===== config.mk =====
export PLATFORM = sky130hd
export DESIGN_NAME = up_down_counter
export DESIGN_NICKNAME = d
export VERILOG_FILES = /design/src/rtl/up_down_pkg.sv /design/src/rtl/up_down_next.sv /design/src/rtl/up_down_counter.sv
export SDC_FILE = /design/constraint.sdc
export NUM_CORES = 1
export LEC_CHECK = 0
export BUFFER_PORTS_ARGS = -buffer_cell sky130_fd_sc_hd__buf_2
export CORE_AREA = 2 2 39 41
export CTS_CLUSTER_SIZE = 10
export DETAILED_ROUTE_END_ITERATION = 10
export DIE_AREA = 0 0 41 43
export GPL_ROUTABILITY_DRIVEN = 0
export HOLD_SLACK_MARGIN = 0.1
export SLEW_MARGIN = 10
export SYNTH_ARGS = -nofsm -noshare
export SYNTH_HDL_FRONTEND = slang
export SYNTH_SLANG_ARGS = --single-unit

===== constraint.sdc =====
create_clock -name clk -period 0.95 [get_ports clk]
set_input_delay 0.095 -clock clk [delete_from_list [all_inputs] [get_ports clk]]
set_output_delay 0.095 -clock clk [all_outputs]
set_load 0.02 [all_outputs]

===== src/rtl/up_down_pkg.sv =====
// Shared constants, direction encoding and the terminal-count helper for the up/down counter.
package up_down_pkg;

  localparam int unsigned CNT_W = 4;

  typedef enum logic {DIR_DOWN = 1'b0, DIR_UP = 1'b1} dir_e;

  function automatic int unsigned max_count(input int unsigned width);
    return (32'd1 << width) - 32'd1;
  endfunction

endpackage


===== src/rtl/up_down_next.sv =====
// Combinational next-count logic: one step up or down, wrapping by default,
// or saturating at 0 / 2**WIDTH-1 when UP_DOWN_COUNTER_SAT_EN is defined.
module up_down_next
  import up_down_pkg::*;
#(
  parameter int unsigned WIDTH = CNT_W
) (
  input  logic [WIDTH-1:0] cur,
  input  dir_e             dir,
  output logic [WIDTH-1:0] nxt
);

  localparam logic [WIDTH-1:0] MAX_V = WIDTH'(max_count(WIDTH));

  always_comb begin
    nxt = cur;
`ifdef UP_DOWN_COUNTER_SAT_EN
    if (dir == DIR_UP) nxt = (cur == MAX_V) ? MAX_V : cur + 1'b1;
    else               nxt = (cur == '0)    ? '0    : cur - 1'b1;
`else
    // Natural modulo-2**WIDTH wrap from the adder width; the terminal
    // constant is only needed in saturating builds.
    if (dir == DIR_UP) nxt = cur + 1'b1;
    else               nxt = cur - 1'b1;
`endif
  end

`ifndef UP_DOWN_COUNTER_SAT_EN
  logic unused_max;
  assign unused_max = ^MAX_V;
`endif

endmodule


===== src/rtl/up_down_counter.sv =====
// Registered up/down counter: steps every clock, synchronous active-high reset.
// Build option UP_DOWN_COUNTER_SAT_EN selects saturating instead of wrapping arithmetic.
module up_down_counter
  import up_down_pkg::*;
#(
  parameter int unsigned WIDTH = CNT_W
) (
  input  logic             clk,
  input  logic             rst,
  input  logic             d,
  output logic [WIDTH-1:0] count
);

  logic [WIDTH-1:0] count_q, count_d, step_nxt;

  up_down_next #(.WIDTH(WIDTH)) u_next (
    .cur (count_q),
    .dir (dir_e'(d)),
    .nxt (step_nxt)
  );

  // Reset wins over any direction.
  always_comb begin
    count_d = step_nxt;
    if (rst) count_d = '0;
  end

  always_ff @(posedge clk) begin
    count_q <= count_d;
  end

  assign count = count_q;

  a_d_known: assert property (@(posedge clk) !rst |-> !$isunknown(d))
    else $error("up_down_counter: direction input is X/Z while counting");

endmodule


==> flow_metrics.py, run 1 <==
metrics = {
    "pwr": {
        "p_clk_share_pct": 26.3,
        "p_leak_nw": 0.161,
        "swShare_pct": 31.6,
        "cellInternalPower_uw": 535,
        "switching_power_uw": 248,
        "pwr-share-comb_pct": 43.4,
        "sequentialPowerShare_pct": 30.2,
        "pwr_density_cell_nw_per_um2": 2070,
        "irDropWorstVdd_v": 0.000728,
    },
    "finish": {
        "largest_register_ffs": 4,
        "layout.cells.most_common": "buf_2",
        "final_core_utilization_pct": 27.4,
        "layout.cells.most_common_list": "5 x buf_2, 3 x clkbuf_4",
        "final_net_count": 39,
        "synthToLayoutAreaGrowth_pct": 98.0,
        "num_antenna_cells": 0,
        "final.fill_count": 150,
        "post_layout_nonfiller_instances": 47,
        "final_layout_size_suffix_gt1_share_pct": 77.4,
    },
    "global_route": {
        "first_global_vias": 196,
        "groute.usage.overall_pct": 6.77,
        "globalRouteOverflowTotal": 0,
        "grt_antenna_before_repair": 0,
        "grt_max_degree": 5,
        "grt_first_pass_wirelength_um": 752,
    },
    "sta": {
        "setup_repair_after_global_routing_missed_its_margin": "true",
        "setup_tns_ns": -0.222,
        "final_clock_skew_ns": 0.000640,
        "worstMarginPinSlew_ns": 0.251,
        "finalCriticalPeriod_ns": 1.05,
        "setup_viol": 3,
        "post-route-period-util_pct": 111,
        "slew_headroom_pct": 83.2,
        "report.final.hold_viol_count": 0,
        "max_freq_mhz": 950,
        "finalMaxSlewViolations": 0,
        "layout_setup_ws_ns": -0.103,
    },
    "place": {
        "detailedPlace.worstSlack_ns": -0.121,
        "post-place-cells": 42,
        "port-buffer-count": 6,
    },
    "route": {
        "num_vias": 172,
        "post_drt_via_cell_ratio": 3.66,
        "drt-total-wl_um": 441,
        "drt_pre_antenna_iters": 1,
        "first_iter_violations": 0,
        "routed_wire_length_per_instance_um": 9.38,
        "route.antenna.remaining_nets": 0,
        "remaining_design_rule_violation_count": 0,
    },
    "synthesis": {
        "synth.net_count": 24,
        "synth_cell_type_count": 11,
        "syn_avg_cell_area_um2": 10.6,
        "yosys_register_bits": 4,
        "postSynthCellCount": 18,
        "proportion_of_synthesized_chip_area_in_sequential_cells_pct": 41.8,
        "synth.yosys.warnings": 0,
        "netlist_area_um2": 191,
    },
    "critical_path": {
        "crit_required_ns": 1.12,
        "setup.worst_path.start_class": "flip-flop",
        "crit_path_max_fanout": 3,
        "end_kind": "flip-flop",
        "path_class": "flip-flop to flip-flop",
        "critical_path_arrival_ns": 1.22,
    },
    "clocking": {
        "ctsHtreeMaxLevel": 1,
        "ctsLongestPathBuffers": 2,
        "clk_root_buffer_cell": "clkbuf_4",
        "tritoncts_num_sinks": 4,
        "worstSkewPairLatency_ns": 0.23,
        "numCtsBuffers": 3,
        "tritoncts": "built",
        "clk_pin_slew_ns": 0.04,
    },
    "min_path": {
        "worst_hold_path_type": "primary input to flip-flop",
    },
    "run": {
        "cap_viol_max_count": 0,
    },
    "floorplan": {
        "initial_utilization_pct": 13.8,
        "die_area_um2": 1760,
        "core-area_um2": 1380,
        "dieWidth_um": 41,
        "number_of_ports_placed_on_the_die_boundary": 7,
        "die-height_um": 43,
        "placement_rows": 14,
    },
    "run_status": {
        "run_status": "complete, but fails checks",
        "failed_checks": "negative setup slack",
    },
}
## kinds of logic (layout without fill, tap and decap cells)
kind of cell / after synthesis / after routing / synth area share [%]
simple gates: 5 / 5 / 12.4
flops: 4 / 4 / 41.8
fa+ha+maj: 3 / 3 / 23.5
compound gates: 3 / 3 / 11.1
xor+xnor: 2 / 2 / 9.15
buf+inv: 1 / 14 / 1.96
## Yosys cell counts (all sizes together)
library cell  n  area [um2]
inv           1        3.75
a21oi         2        13.8
nand3         2        10.0
dfxtp         4        80.1
fa            1        20.0
a21o          1        7.51
ha            2        25.0
nor2b         1        6.26
xnor2         2        17.5
nor2          2        7.51
## path summary, 6_finish.rpt
kind / from / end / slack [ns] / depth (start not counted)
setup / recovery: count[1]$_SDFF_PP0_ / count[1]$_SDFF_PP0_ / -0.10 / 2
hold / removal: rst / count[1]$_SDFF_PP0_ / 0.08 / 2
setup reg to reg: count[1]$_SDFF_PP0_ / count[1]$_SDFF_PP0_ / -0.10 / 2
hold reg to reg: count[0]$_SDFF_PP0_ / count[0]$_SDFF_PP0_ / 0.54 / 2
## repair_timing
item | CTS | global route
gates cloned | 0 | 0
hold endpoints to repair | 4 | 1
pin swaps | 3 | 2
setup buffers | 0 | 1
gates resized for setup | 3 | 7
endpoints found under the setup margin | 4 | 4
## through the flow
stage                     hold WS, ns  area, um2  power [mW]
final                          0.0820        379       0.783
after global routing           0.0793        379       0.851
after CTS                      0.0672        318       0.708
after detailed placement        0.315        284       0.468
after global placement          0.310        284       0.470
after floorplan                 0.152        219       0.402
## routing by layer
metal	wire [um]	global-route usage [%]
met5	0	0
met2	219	7.81
met4	0	8.00
met3	35	1.57
met1	186	8.85
## cell type report
type	count	area, um2	area share [%]
Sequential cell	4	88.8	23.4
Clock buffer	3	22.5	5.94
Multi-Input combinational cell	13	171	45.2
Tap cell	16	20.0	5.28
Timing Repair Buffer	10	72.6	19.1
Inverter	1	3.75	0.990
## critical path, cell delays in order (launching register included)
cell and delay, ns:
dfxtp_4 0.35, fa_2 0.52, nor2b_4 0.12
## power by group through the flow
stage / registers [mW] / logic (mW) / clock network, mW
after floorplan: 0.274 / 0.128 / 0
after global placement: 0.236 / 0.234 / 0
after detailed placement: 0.236 / 0.232 / 0
after CTS: 0.233 / 0.249 / 0.226
after global routing: 0.242 / 0.367 / 0.242
final: 0.237 / 0.340 / 0.206
(Power assumes the default switching activity.)
==> run 2: changes to the inputs <==
CELL_PAD_IN_SITES_DETAIL_PLACEMENT = 0   (was not set)
CELL_PAD_IN_SITES_GLOBAL_PLACEMENT = 1   (was not set)
PLACE_DENSITY_LB_ADDON = 0.1   (was not set)
==> flow_metrics.py, run 2 (same netlist as run 1, synthesis figures left out) <==
metrics = {
    "run_status": {
        "run_status": "complete, but fails checks",
        "failed_checks": "negative setup slack",
    },
    "finish": {
        "final.fill_count": 153,
        "layout.cells.most_common": "buf_2",
        "stdcell_area_um2": 363,
        "seq_area_um2": 88.8,
        "final_net_count": 38,
        "num_antenna_cells": 0,
        "synthToLayoutAreaGrowth_pct": 89.5,
        "layout.cells.most_common_list": "5 x buf_2, 3 x clkbuf_4",
        "final_layout_size_suffix_gt1_share_pct": 64.5,
        "area_occupied_by_multi_input_gates_um2": 159,
        "largest_register_ffs": 4,
    },
    "clocking": {
        "tritoncts": "built",
        "clk_pin_slew_ns": 0.04,
        "ctsLongestPathBuffers": 2,
        "clk_root_buffer_cell": "clkbuf_4",
        "numCtsBuffers": 3,
        "worstSkewPairLatency_ns": 0.24,
        "ctsHtreeMaxLevel": 1,
        "tritoncts_num_sinks": 4,
    },
    "critical_path": {
        "setup.reg_to_reg.worst_slack_ns": -0.09,
        "end_kind": "flip-flop",
        "critical_path.cell_chain": "fa_2, nor2b_1",
        "crit_path_max_fanout": 3,
        "path_class": "flip-flop to flip-flop",
        "crit_path_top_delay_cell": "fa_2",
        "worstSetupEndpoint": "count[1]$_SDFF_PP0_",
        "worst-r2r-cell-count": 2,
        "r2r_start": "count[1]$_SDFF_PP0_",
        "slowest_delay_ns": 0.51,
        "launching_instance_or_port_of_the_critical_path": "count[1]$_SDFF_PP0_",
        "critical_path_arrival_ns": 1.21,
        "r2r-end": "count[1]$_SDFF_PP0_",
        "crit_required_ns": 1.12,
        "setup.worst_path.start_class": "flip-flop",
    },
    "floorplan": {
        "dieWidth_um": 41,
        "placement_rows": 14,
        "die_area_um2": 1760,
        "initial_utilization_pct": 13.8,
        "die-height_um": 43,
        "number_of_ports_placed_on_the_die_boundary": 7,
        "core-area_um2": 1380,
    },
    "sta": {
        "finalMaxSlewViolations": 0,
        "report.final.hold_viol_count": 0,
        "slew_headroom_pct": 83.8,
        "max_freq_mhz": 964,
        "finalCriticalPeriod_ns": 1.04,
        "worstMarginPinSlew_ns": 0.243,
        "post-route-period-util_pct": 109,
        "final_clock_skew_ns": 0.00332,
        "setup_viol": 3,
        "layout_setup_ws_ns": -0.0872,
        "setup_tns_ns": -0.237,
        "setup_repair_after_global_routing_missed_its_margin": "true",
    },
    "pwr": {
        "p_leak_nw": 0.144,
        "pwr_density_cell_nw_per_um2": 2110,
        "irDropWorstVdd_v": 0.000672,
    },
    "route": {
        "num_vias": 175,
        "post_drt_via_cell_ratio": 3.72,
        "drt_pre_antenna_iters": 4,
        "remaining_design_rule_violation_count": 0,
        "routed_wire_length_per_instance_um": 9.47,
        "first_iter_violations": 3,
        "route.antenna.remaining_nets": 0,
        "drt-total-wl_um": 445,
    },
    "global_route": {
        "globalRouteOverflowTotal": 0,
        "grt_first_pass_wirelength_um": 821,
        "first_global_vias": 180,
        "groute.usage.overall_pct": 7.93,
        "grt_antenna_before_repair": 0,
        "grt_max_degree": 5,
    },
    "place": {
        "port-buffer-count": 6,
        "detailedPlacementHpwl_um": 347,
        "dpl_cell_area_um2": 284,
    },
    "min_path": {
        "worst_hold_path_type": "primary input to flip-flop",
    },
    "run": {
        "cap_viol_max_count": 0,
    },
}
## run 2: timing repair
action,4_1_cts,5_1_grt
setup buffers,0,0
gates resized for setup,5,2
endpoints found under the hold margin,4,4
setup endpoints to repair,4,3
pin swaps,4,0
## run 2: layout make-up
class                   instances  share of cell area (%)
multi-input cells              13                    43.8
flip-flops and latches          4                    24.5
repair buffers                  9                    17.9
clock buffers                   4                    7.24
well taps                      16                    5.52
inverters                       1                    1.03
## run 2: worst max-delay path: cells and delay by family, from the launching register on
kind | cells | cell delay [ns]
flip-flops | 1 | 0.35
AND/OR/NAND/NOR | 1 | 0.11
adder cells (fa/ha/maj) | 1 | 0.51
## run 2: per-layer routing
layer,part of all wire (%),GRT usage [%]
met5,0,0
met4,2.7,10.0
met3,4.0,3.14
met2,48,9.69
met1,45,8.68
## run 2: how the worst min path moves through the flow
stage,startpoint,endpoint,slack (ns),depth (start not counted)
2_1_floorplan,rst,count[0]$_SDFF_PP0_,0.15,1
3_3_place_gp,rst,count[0]$_SDFF_PP0_,0.31,2
3_5_place_dp,rst,count[0]$_SDFF_PP0_,0.31,2
4_1_cts,rst,count[0]$_SDFF_PP0_,0.05,2
5_1_grt,d,count[3]$_SDFF_PP0_,0.37,5
6_report,d,count[3]$_SDFF_PP0_,0.33,5
## run 2: stage by stage
step | util [%] | worst slack [ns] | hold slack (ns) | power [mW] | cells
after floorplan | - | -0.0907 | 0.152 | 0.402 | 18
after global placement | 20.5 | -0.162 | 0.314 | 0.471 | 42
after detailed placement | 20.5 | -0.158 | 0.311 | 0.471 | 42
after CTS | 24.4 | -0.0870 | 0.0541 | 0.747 | 46
after global routing | 26.2 | -0.131 | 0.369 | 0.817 | 47
final | 26.2 | -0.0872 | 0.330 | 0.766 | 47
## run 2: where the power goes
part,switching [mW],leakage (nW),internal (mW)
sequential,0.0297,0.0347,0.206
clock,0.0806,0.0150,0.158
combinational,0.143,0.0943,0.148
total,0.253,0.144,0.512
==> run 3: changes to the inputs <==
clock period = 1.3 ns   (was 0.95 ns; I/O delays follow)
==> flow_metrics.py, run 3 (same netlist as run 1, synthesis figures left out) <==
metrics = {
    "run_status": {
        "run_status": "complete, no violations",
    },
    "global_route": {
        "grt_first_pass_wirelength_um": 634,
        "grt_max_degree": 5,
        "groute.usage.overall_pct": 6.14,
        "grt_antenna_before_repair": 0,
        "first_global_vias": 169,
        "globalRouteOverflowTotal": 0,
    },
    "route": {
        "drt_pre_antenna_iters": 4,
        "first_iter_violations": 2,
        "route.antenna.remaining_nets": 0,
        "remaining_design_rule_violation_count": 0,
        "drt-total-wl_um": 371,
        "post_drt_via_cell_ratio": 3.77,
        "num_vias": 162,
        "routed_wire_length_per_instance_um": 8.63,
    },
    "critical_path": {
        "crit_path_top_delay_cell": "ha_1",
        "crit_buf_inv": 0,
        "slowest_delay_ns": 0.32,
        "crit_path_max_fanout": 3,
        "critical_path.cell_chain": "ha_1, a21oi_1, nand3_1, a21oi_2",
        "end_kind": "flip-flop",
        "crit_required_ns": 1.47,
        "setup.worst_path.start_class": "flip-flop",
        "critical_path.top_delay_family": "compound AO/OA/AOI/OAI gates",
        "r2r_start": "count[2]$_SDFF_PP0_",
        "critical_path_arrival_ns": 1.31,
        "path_class": "flip-flop to flip-flop",
        "launching_instance_or_port_of_the_critical_path": "count[2]$_SDFF_PP0_",
    },
    "pwr": {
        "pwr-share-comb_pct": 31.4,
        "cellInternalPower_uw": 314,
        "p_leak_nw": 0.124,
        "sequentialPowerShare_pct": 35.2,
        "swShare_pct": 32.1,
        "switching_power_uw": 148,
        "pwr_density_cell_nw_per_um2": 1750,
        "p_clk_share_pct": 33.4,
        "irDropWorstVdd_v": 0.000363,
    },
    "floorplan": {
        "number_of_ports_placed_on_the_die_boundary": 7,
        "die_area_um2": 1760,
        "initial_utilization_pct": 13.8,
        "dieWidth_um": 41,
        "placement_rows": 14,
        "core-area_um2": 1380,
        "die-height_um": 43,
    },
    "clocking": {
        "clk_root_buffer_cell": "clkbuf_4",
        "cts_hold_repair.buffers": 0,
        "cts_resized": 0,
        "clk_pin_slew_ns": 0.04,
        "postCtsSetupBuffers": 0,
        "ctsLongestPathBuffers": 2,
        "worstSkewPairLatency_ns": 0.23,
        "ctsHtreeMaxLevel": 1,
        "tritoncts": "built",
        "tritoncts_num_sinks": 4,
        "numCtsBuffers": 3,
    },
    "finish": {
        "final_core_utilization_pct": 19.1,
        "synthToLayoutAreaGrowth_pct": 37.9,
        "final_layout_size_suffix_gt1_share_pct": 37.0,
        "layout.cells.most_common": "buf_2",
        "layout.cells.most_common_list": "6 x buf_2, 4 x dfxtp_1, 3 x clkbuf_4",
        "num_antenna_cells": 0,
        "largest_register_ffs": 4,
        "final.fill_count": 163,
        "final_net_count": 35,
    },
    "sta": {
        "finalMaxSlewViolations": 0,
        "max_freq_mhz": 877,
        "report.final.hold_viol_count": 0,
        "layout_setup_ws_ns": 0.159,
        "setup_viol": 0,
        "final_clock_skew_ns": 0.00126,
        "finalCriticalPeriod_ns": 1.14,
        "post-route-period-util_pct": 87.7,
        "slew_headroom_pct": 87.5,
        "worstMarginPinSlew_ns": 0.187,
        "setup_tns_ns": 0,
        "setup_repair_after_global_routing_missed_its_margin": "false",
    },
    "place": {
        "detailedPlacementHpwl_um": 306,
        "detailedPlace.worstSlack_ns": 0.115,
        "port-buffer-count": 6,
    },
    "run": {
        "cap_viol_max_count": 0,
    },
    "min_path": {
        "worst_hold_path_type": "primary input to flip-flop",
        "worst_hold_startpoint": "rst",
    },
}
run 3: changes by cell type in the layout (fill, tap and decap cells not counted), sizes merged:
cell         before  now
clkbuf            4    3
dlygate4sd3       1    0
buf               8    6
run 3: area by class of cell:
type / instances / area [um2] / area share, %
multi-input combinational: 13 / 108 / 40.8
sequential: 4 / 80.1 / 30.3
timing repair buffer: 6 / 30.0 / 11.4
clock buffer: 3 / 22.5 / 8.53
tap: 16 / 20.0 / 7.58
inverter: 1 / 3.75 / 1.42
run 3: power by group through the flow:
stage                     clock, mW  combinational (mW)  sequential (mW)
after detailed placement          0               0.147            0.166
after floorplan                   0              0.0777            0.193
after global routing          0.164               0.167            0.166
after CTS                     0.163               0.148            0.164
after global placement            0               0.150            0.166
final                         0.155               0.145            0.163
run 3: per-stage QoR:
step | hold WS, ns | area [um2] | power, mW | instances
detailed placement | 0.349 | 241 | 0.312 | 40
finish | 0.105 | 264 | 0.463 | 43
floorplan | 0.192 | 191 | 0.271 | 18
CTS | 0.102 | 264 | 0.475 | 43
global placement | 0.355 | 241 | 0.316 | 40
global route | 0.129 | 264 | 0.497 | 43
run 3: worst paths after layout:
check                   endpoint  slack [ns]  cells after the start
max          count[3]$_SDFF_PP0_        0.16                      4
min reg2reg  count[0]$_SDFF_PP0_        0.48                      1
max reg2reg  count[3]$_SDFF_PP0_        0.16                      4
min          count[3]$_SDFF_PP0_        0.10                      2
run 3: worst reg2reg max path: stages (launching register included):
cell,delay (ns)
dfxtp_1,0.31
ha_1,0.32
a21oi_1,0.20
nand3_1,0.12
a21oi_2,0.13
run 3: per-layer routing:
metal	up-vias	GRT usage, %	wire [um]
li1	79	-	-
met1	76	5.52	146
met2	5	7.81	175
met3	2	3.66	44
met4	0	8.00	5
met5	-	0	0
